## config.mk

```make
export PLATFORM = sky130hd
export DESIGN_NAME = cpu_bus_arbiter
export DESIGN_NICKNAME = d
export VERILOG_FILES = /design/src/rtl/cpu_bus_arbiter_pkg.sv /design/src/rtl/cpu_bus_arbiter_timeout.sv /design/src/rtl/cpu_bus_arbiter.sv
export SDC_FILE = /design/constraint.sdc
export NUM_CORES = 1
export LEC_CHECK = 0
export ABC_AREA = 1
export BUFFER_PORTS_ARGS = -buffer_cell sky130_fd_sc_hd__buf_2
export CAP_MARGIN = 30
export CORE_ASPECT_RATIO = 0.75
export CORE_UTILIZATION = 40
export CTS_BUF_LIST = sky130_fd_sc_hd__clkbuf_4 sky130_fd_sc_hd__clkbuf_8 sky130_fd_sc_hd__clkbuf_16
export DETAILED_ROUTE_END_ITERATION = 10
export PLACE_DENSITY = 0.68
export SLEW_MARGIN = 20
export SYNTH_ARGS = -nofsm -noshare
export SYNTH_HDL_FRONTEND = slang
export SYNTH_SLANG_ARGS = --single-unit
export TNS_END_PERCENT = 10
```

## constraint.sdc

```tcl
create_clock -name clk -period 4.35 [get_ports clk]
set_clock_uncertainty 0.2 [all_clocks]
set_input_delay 0.6525 -clock clk [delete_from_list [all_inputs] [get_ports clk]]
set_output_delay 0.6525 -clock clk [all_outputs]
set_load 0.1 [all_outputs]
```

## src/rtl/cpu_bus_arbiter_pkg.sv

```systemverilog
// Shared types and defaults for the CPU external bus arbiter.
// State encodings are fixed so they match the legacy numbering.
package cpu_bus_pkg;

   typedef enum logic [2:0] {
      IDLE   = 3'd0,
      REQ    = 3'd1,
      ACCESS = 3'd2,
      WAIT   = 3'd3,
      DONE   = 3'd4
   } state_t;

   typedef enum logic {
      OWN_IF  = 1'b0,
      OWN_MEM = 1'b1
   } owner_t;

   localparam int unsigned TIMEOUT_DEFAULT = 255;

endpackage

```

## src/rtl/cpu_bus_arbiter_timeout.sv

```systemverilog
// Wait-state counter for a bus transaction.
// Asserts expired once TIMEOUT-1 cycles have been counted since the last clear.
module bus_timeout_cnt
   import cpu_bus_pkg::*;
#(
   parameter int unsigned TIMEOUT = TIMEOUT_DEFAULT
) (
   input  logic clk,
   input  logic reset,
   input  logic clear,
   input  logic enable,
   output logic expired
);

   localparam int unsigned    CW    = $clog2(TIMEOUT + 1);
   localparam logic [CW-1:0]  LIMIT = CW'(TIMEOUT - 1);

   logic [CW-1:0] count;

   always_ff @(posedge clk) begin
      if (reset || clear)
         count <= '0;
      else if (enable && !expired)
         count <= count + 1'b1;
   end

   assign expired = (count == LIMIT);

endmodule

```

## src/rtl/cpu_bus_arbiter.sv

```systemverilog
// Shares the core's single external bus master port between IF and MEM,
// MEM having fixed priority; one transaction at a time with hung-slave timeout.
module cpu_bus_arbiter
   import cpu_bus_pkg::*;
#(
   parameter int unsigned ADDR_W  = 30,
   parameter int unsigned DATA_W  = 32,
   parameter int unsigned TIMEOUT = TIMEOUT_DEFAULT
) (
   input  logic              clk,
   input  logic              reset,
   input  logic              if_req,
   input  logic [ADDR_W-1:0] if_addr,
   output logic [DATA_W-1:0] if_rd_data,
   output logic              if_busy,
   input  logic              flush,
   input  logic              mem_req,
   input  logic              mem_rw,
   input  logic [ADDR_W-1:0] mem_addr,
   input  logic [DATA_W-1:0] mem_wr_data,
   input  logic              miss_align,
   output logic [DATA_W-1:0] mem_rd_data,
   output logic              mem_busy,
   output logic              bus_req,
   input  logic              bus_grant,
   output logic              bus_as,
   output logic              bus_rw,
   output logic [ADDR_W-1:0] bus_addr,
   output logic [DATA_W-1:0] bus_wr_data,
   input  logic [DATA_W-1:0] bus_rd_data,
   input  logic              bus_rdy,
   output logic              bus_err
);

   state_t            state;
   state_t            state_nxt;
   owner_t            owner;
   logic [ADDR_W-1:0] addr_q;
   logic              rw_q;
   logic [DATA_W-1:0] wdata_q;

   logic mem_elig;
   logic if_elig;
   logic cnt_clear;
   logic cnt_en;
   logic expired;
   logic drive_bus;

   assign mem_elig = mem_req & ~miss_align;
   assign if_elig  = if_req  & ~flush;

   // Clearing while in ACCESS means the count starts at zero on WAIT entry.
   assign cnt_clear = (state == ACCESS);
   assign cnt_en    = (state == WAIT);

   bus_timeout_cnt #(
      .TIMEOUT (TIMEOUT)
   ) u_timeout (
      .clk     (clk),
      .reset   (reset),
      .clear   (cnt_clear),
      .enable  (cnt_en),
      .expired (expired)
   );

   always_comb begin
      state_nxt = state;
      case (state)
         IDLE:    if (mem_elig || if_elig) state_nxt = REQ;
         REQ: begin
            if (bus_grant)
               state_nxt = ACCESS;
            else if (owner == OWN_IF && flush)
               state_nxt = IDLE;
         end
         ACCESS:  state_nxt = WAIT;
         WAIT:    if (bus_rdy || expired) state_nxt = DONE;
         DONE:    state_nxt = IDLE;
         default: state_nxt = IDLE;
      endcase
   end

   always_ff @(posedge clk) begin
      if (reset) begin
         state       <= IDLE;
         owner       <= OWN_MEM;
         addr_q      <= '0;
         rw_q        <= 1'b0;
         wdata_q     <= '0;
         if_rd_data  <= '0;
         mem_rd_data <= '0;
         bus_err     <= 1'b0;
      end else begin
         state   <= state_nxt;
         bus_err <= 1'b0;

         if (state == IDLE) begin
            if (mem_elig) begin
               owner   <= OWN_MEM;
               addr_q  <= mem_addr;
               rw_q    <= mem_rw;
               wdata_q <= mem_wr_data;
            end else if (if_elig) begin
               owner   <= OWN_IF;
               addr_q  <= if_addr;
               rw_q    <= 1'b0;
               wdata_q <= '0;
            end
         end

         // A ready on the final counted cycle still completes normally.
         if (state == WAIT) begin
            if (bus_rdy) begin
               if (!rw_q) begin
                  if (owner == OWN_IF)
                     if_rd_data <= bus_rd_data;
                  else
                     mem_rd_data <= bus_rd_data;
               end
            end else if (expired) begin
               bus_err <= 1'b1;
               if (owner == OWN_IF)
                  if_rd_data <= '0;
               else
                  mem_rd_data <= '0;
            end
         end
      end
   end

   assign drive_bus   = (state == ACCESS) || (state == WAIT);
   assign bus_req     = (state == REQ) || drive_bus;
   assign bus_as      = (state == ACCESS);
   assign bus_rw      = drive_bus ? rw_q    : 1'b0;
   assign bus_addr    = drive_bus ? addr_q  : '0;
   assign bus_wr_data = drive_bus ? wdata_q : '0;

   assign if_busy  = if_elig  & ~(state == DONE && owner == OWN_IF);
   assign mem_busy = mem_elig & ~(state == DONE && owner == OWN_MEM);

endmodule
```

==> metrics.csv, run 1 <==
stage,metric,value,unit
layout,area of the multi-input gates,3090,um^2
yosys,syn nets,1158,
worst_setup_path,WS Path Type,register to output pin,
layout,share of post-route cells with drive strength above 1,0.281,
yosys,Syn Inst Count,1023,
yosys,sequential-to-total area share from yosys stat,0.416,
route,DRT antenna net count,0,
clock_tree,hold_buf cts,0,
route,Initial DRT Pass Iterations,5,
worst_setup_path,critical path's top delay family,buffers and inverters,
timing,Setup-failing EPs final,0,
hold_path,Hold Path Class,register to register,
yosys,Synth top cells by count,"nand2_1, nor2_1, dfxtp_1",
global_route,largest net degree at the start of global routing,95,
yosys,synthesized area,6740,um^2
worst_setup_path,"Max FO, Critical Path",38,
place,Cells after DPL,1442,
layout,area grow syn2layout,29.8,%
timing,min Tclk post-route,3.00,ns
layout,fillers,1717,
clock_tree,Num CTS Buffers,17,
timing,RSZ-0062 raised after global routing,false,
route,vias,6864,
layout,final non-filler cell total,1476,
timing,fmax,334,MHz
yosys,Post-synth EDFFs,0,
route,Routed Wire Length,18100,um
worst_setup_path,Crit. End Element,output pin,
worst_setup_path,Setup crit start kind,register,
worst_setup_path,max incr delay on CP,0.44,ns
clock_tree,H-tree depth,4,
global_route,vias in the first global route,6115,
clock_tree,Setup Buffers After CTS,0,
yosys,Post-synth top flop,dfxtp_1,
timing,final slew viol count,0,
worst_setup_path,Worst path slowest cell,buf_2,
timing,"Period Utilization, post-route",0.689,
floorplanning,number of core rows,40,
clock_tree,maximum clock path buffer count,2,
yosys,Synth Area per Inst,6.58,um^2
route,DR iter-0 viols,354,
pwr,Lkg Pwr,4.48,nW
global_route,GR Overflow Total,0,
yosys,"area leader, netlist",dfxtp_1,
run_status,status,"complete, no violations",
yosys,Netlist cell types,32,
place,Buffers on Ports,264,
clock_tree,Clock transition at path regs,0.06,ns
yosys,top cell type's share of synthesized area,0.416,
global_route,antenna violations before repair,1,
clock_tree,clock latency at the later pin of the worst-skew pair,0.41,ns
worst_setup_path,CP Data Arrival Time,2.14,ns
run,number of max-cap violations,0,
worst_setup_path,worst path bufs/invs,3,
clock_tree,CTS root buffer,clkbuf_16,
yosys,"top cells by area, synth","dfxtp_1, nand2_1, nor2_1, a21oi_1, inv_1",
floorplanning,Core Region,16200,um^2
yosys,Async SR Flop Fraction,0,
route,DR vias/cell,4.65,
clock_tree,CTS tree,built,
place,Routability Congestion,0.803,
route,DRC,0,
pwr,PwrDens,413,nW/um^2
yosys,Yosys reg bits,140,
timing,setup tns final,0,ns
floorplanning,Die X,152,um
floorplanning,Die Ht,114,um
place,detailed placement HPWL,12400,um
yosys,Ys Warns,0,
pwr,peak supply drop,0.266,mV
floorplanning,die area,17400,um^2
timing,Slew @ Worst Pin,0.775,ns
timing,Slew headroom,0.483,
worst_setup_path,WP data required,3.50,ns
timing,Final Hold Viols,0,
floorplanning,Starting Density,0.415,
clock_tree,# clock sinks,140,
route,WL per Instance,12.3,um
worst_setup_path,"critical path, cell by cell","inv_1, nand2_2, buf_12, nor2_1, buf_2",
layout,FF/Latch Area,2800,um^2
global_route,GRT Total Usage,0.208,
global_route,first-pass GRT wire length,29700,um
clock_tree,cts repair resizes,0,
layout,# nets final,1387,
timing,hold slack,0.250,ns
yosys,"count leader, synth",nand2_1,
floorplanning,io pins,265,
## sequential cells by signal, summed over array words and instances (netlist names)
register,count
mem_rd_data,32
owner,1
u_timeout.count,8
wdata_q,32
if_rd_data,32
bus_err,1
rw_q,1
addr_q,30
state,3
## per-layer routing
| metal | part of all wire | vias up | GRT usage | wire [um] |
|---|---|---|---|---|
| met5 | 0 | - | 0 | 0 |
| met4 | 0.019 | 0 | 0.0773 | 353 |
| met3 | 0.060 | 25 | 0.0549 | 1090 |
| met2 | 0.45 | 195 | 0.325 | 8140 |
| met1 | 0.47 | 3060 | 0.277 | 8540 |
| li1 | - | 3584 | - | - |
## cell usage in the layout, fill, tap and decap left out
cell type and n:
nor2_4 2, nand3b_1 1, o21ai_1 1, nand4_1 1
dfxtp_1 140, nand3_2 1, o21bai_1 2, nand2_2 15
bufinv_16 5, clkbuf_4 1, nand2_4 3, nand3_4 2
diode_2 1, nor3_1 1, buf_12 3, nor4_1 1
or2_2 1, clkinvlp_4 3, inv_1 123, inv_2 2
nor2_1 159, clkbuf_16 17, a21oi_1 98, clkbuf_8 2
nand2_1 294, nand3_1 49, o21ai_0 34, xor2_1 2
a21oi_2 19, o211ai_1 1, buf_4 8, inv_6 3
nor2_2 4, clkinv_4 1, buf_2 264, ha_1 2
## stage by stage
stage / total power [W] / utilization / cell area [um^2] / worst slack (ns)
floorplan: 0.00187 / - / 6740 / 1.32
global placement: 0.00200 / 0.495 / 8030 / 1.41
detailed placement: 0.00201 / 0.496 / 8050 / 1.48
CTS: 0.00365 / 0.538 / 8720 / 1.33
global route: 0.00378 / 0.539 / 8740 / 1.26
finish: 0.00361 / 0.539 / 8740 / 1.35
## cells by family after synthesis
| kind of cell | share of synthesized area |
|---|---|
| simple gates | 0.325 |
| buf+inv | 0.126 |
| compound gates | 0.127 |
| flops | 0.416 |
| xor+xnor | 0.00260 |
| fa+ha+maj | 0.00371 |
## where the power goes
group / internal (W) / switching, W
Clock: 0.00106 / 0.000568
Combinational: 0.000158 / 0.000447
Sequential: 0.00135 / 0.0000293
Total: 0.00257 / 0.00104
## worst paths after layout
path	start	endpoint	slack (ns)	cells after the start
setup / recovery	state[2]	bus_wr_data[7]	1.35	5
hold / removal	addr_q[0]	addr_q[0]	0.25	2
setup reg to reg	u_timeout.count[0]	if_rd_data[30]	2.19	10
hold reg to reg	addr_q[0]	addr_q[0]	0.25	2
## worst reg2reg max path: cells and delay by family, from the launching register on
| kind | cells | cell delay [ns] |
|---|---|---|
| buffers and inverters | 2 | 0.39 |
| adder cells (fa/ha/maj) | 1 | 0.15 |
| flip-flops | 1 | 0.32 |
| AND/OR/NAND/NOR | 7 | 1.00 |
## area by class of cell
type                    count  area share
repair buffers            275       0.165
diodes                      1    0.000286
clock buffers              20      0.0527
inverters                 125      0.0537
clock inverters            12      0.0238
well taps                 210      0.0301
multi-input cells         693       0.354
flip-flops and latches    140       0.321
Note: power is estimated with default switching activity, not from simulation.
==> run 2, diff against run 1 <==
==> constraint.sdc (replaced) <==
create_clock -name clk -period 3.1 [get_ports clk]
set_clock_uncertainty 0.2 [all_clocks]
set_input_delay 0.465 -clock clk [delete_from_list [all_inputs] [get_ports clk]]
set_output_delay 0.465 -clock clk [all_outputs]
set_load 0.1 [all_outputs]
==> metrics.csv, run 2 (synthesis gave the netlist of run 1 again) <==
stage,metric,value,unit,change
timing,Final Hold Viols,0,,unchanged
layout,final non-filler cell total,1478,,+0.14%
clock_tree,CTS root buffer,clkbuf_16,,
floorplanning,io pins,265,,unchanged
route,DR vias/cell,4.62,,-0.76%
floorplanning,Die X,152,um,unchanged
floorplanning,Core Region,16200,um^2,unchanged
worst_setup_path,WS Path Type,register to output pin,,
pwr,PwrDens,560,nW/um^2,+36%
layout,fillers,1664,,-3.1%
floorplanning,Starting Density,0.415,,unchanged
layout,share of post-route cells with drive strength above 1,0.283,,+0.00170
worst_setup_path,CP Data Arrival Time,2.08,ns,-0.06 ns
floorplanning,number of core rows,40,,unchanged
run_status,status,"complete, no violations",,
route,Routed Wire Length,17900,um,-1.4%
worst_setup_path,R2R setup slack,0.98,ns,-1.21 ns
worst_setup_path,"critical path, cell by cell","inv_1, nand2_2, buf_4, nor2_1, buf_2",,
clock_tree,Clock transition at path regs,0.06,ns,about the same
clock_tree,clock latency at the later pin of the worst-skew pair,0.41,ns,about the same
layout,"commonest non-fill, non-tap cell in the layout",nand2_1,,
global_route,met1 Use GR,0.277,,+0.000825
global_route,met2 usage,0.323,,-0.00212
route,Initial DRT Pass Iterations,5,,unchanged
place,detailed placement HPWL,12300,um,-0.59%
layout,area grow syn2layout,29.6,%,
worst_setup_path,R2R Path End,mem_rd_data[0],,
timing,Slew @ Worst Pin,0.657,ns,-0.118 ns
global_route,GRT Total Usage,0.209,,+0.000508
route,WL per Instance,12.1,um,-1.5%
timing,setup tns final,0,ns,unchanged
timing,fmax,365,MHz,
worst_setup_path,Crit. End Element,output pin,,
worst_setup_path,max incr delay on CP,0.49,ns,+0.05 ns
place,Routability Congestion,0.828,,+3.1%
timing,min Tclk post-route,2.74,ns,
layout,# nets final,1390,,+0.22%
worst_setup_path,"Max FO, Critical Path",63,,+66%
run,number of max-cap violations,0,,unchanged
pwr,Total Power,0.00489,W,+35%
route,DR iter-0 viols,385,,+8.8%
clock_tree,Setup Buffers After CTS,0,,unchanged
clock_tree,CTS tree,built,,
worst_setup_path,WP data required,2.43,ns,-1.07 ns
layout,Final Cell Area,8730,um^2,-0.10%
layout,Largest regs,"if_rd_data (32), mem_rd_data (32), wdata_q (32)",,
hold_path,Hold Path Class,input pin to register,,
clock_tree,# clock sinks,140,,unchanged
global_route,largest net degree at the start of global routing,64,,-33%
pwr,Lkg Pwr,4.48,nW,+0.11%
worst_setup_path,FF-to-FF Start,u_timeout.count[0],,
global_route,antenna violations before repair,0,,-1
hold_path,worst hold path depth,3,,+1
clock_tree,maximum clock path buffer count,2,,unchanged
place,Placed Area,8120,um^2,+0.87%
hold_path,Hold Path Origin,mem_wr_data[8],,
place,Buffers on Ports,264,,unchanged
layout,"leading cell types in the layout, fill and taps excluded","nand2_1, buf_2, nor2_1, dfxtp_1, inv_1",,
floorplanning,Die Ht,114,um,unchanged
clock_tree,cts repair resizes,0,,unchanged
clock_tree,Num CTS Buffers,17,,unchanged
worst_setup_path,critical path's top delay family,buffers and inverters,,
global_route,GR Util met3,0.0587,,+0.00379
clock_tree,H-tree depth,4,,unchanged
clock_tree,hold_buf cts,0,,unchanged
timing,Slew headroom,0.562,,+0.0787
timing,RSZ-0062 raised after global routing,false,,
worst_setup_path,worst path bufs/invs,3,,unchanged
timing,Setup-failing EPs final,0,,unchanged
timing,"Period Utilization, post-route",0.884,,
hold_path,hold path endpoint,wdata_q[8],,
route,DRT antenna net count,0,,unchanged
worst_setup_path,R2R depth,10,,unchanged
timing,final slew viol count,0,,unchanged
route,DRC,0,,unchanged
worst_setup_path,Worst path slowest cell,buf_2,,
place,Cells after DPL,1446,,+0.28%
global_route,vias in the first global route,6113,,-0.033%
worst_setup_path,Setup crit start kind,register,,
global_route,first-pass GRT wire length,29600,um,-0.28%
layout,Antenna Cells,0,,-1
pwr,peak supply drop,0.323,mV,+21%
route,vias,6821,,-0.63%
global_route,gr busiest metal,met2,,
floorplanning,die area,17400,um^2,unchanged
global_route,GR Overflow Total,0,,unchanged
## run 2: worst max-delay path by stage
stage | from | to | slack [ns] | depth (start not counted)
detailed placement | state[2] | bus_as | 0.78 | 5
CTS | state[2] | bus_as | 0.33 | 5
finish | state[2] | bus_as | 0.36 | 5
global placement | state[2] | bus_as | 0.83 | 5
floorplan | state[2] | bus_addr[0] | 0.25 | 5
global route | state[2] | bus_as | 0.21 | 5
## run 2: metrics by stage
stage,setup WS [ns],util,hold slack (ns)
after CTS,0.329,0.539,0.0755
after global placement,0.834,0.501,0.239
after floorplan,0.253,-,0.230
after global routing,0.207,0.539,0.0802
final,0.358,0.539,0.0952
after detailed placement,0.783,0.501,0.243
## run 2: area by class of cell
class	instances	area [um^2]	share of cell area
inverters	125	469	0.0537
multi-input cells	693	3090	0.354
clock buffers	19	447	0.0512
well taps	210	263	0.0301
clock inverters	13	165	0.0189
flip-flops and latches	140	2800	0.321
repair buffers	278	1490	0.171
## run 2: report_power, final
part	switching, W	internal, W
Sequential	0.0000402	0.00189
Clock	0.000803	0.00130
Combinational	0.000624	0.000229
Total	0.00147	0.00343
## run 2: per-layer routing
metal	wire length, um	share of wire	up-vias
met5	0	0	-
met4	314	0.018	0
met3	1220	0.068	23
met2	7920	0.44	206
met1	8410	0.47	3002
li1	-	-	3590
## run 2: worst register-to-register path, stage by stage (launching register included)
cell	delay, ns
dfxtp_1	0.32
inv_1	0.11
ha_1	0.16
nand2_1	0.06
nor2_2	0.21
nand3_2	0.13
nand2_4	0.29
buf_12	0.29
nand3_1	0.11
nand2_1	0.10
nor2_1	0.05
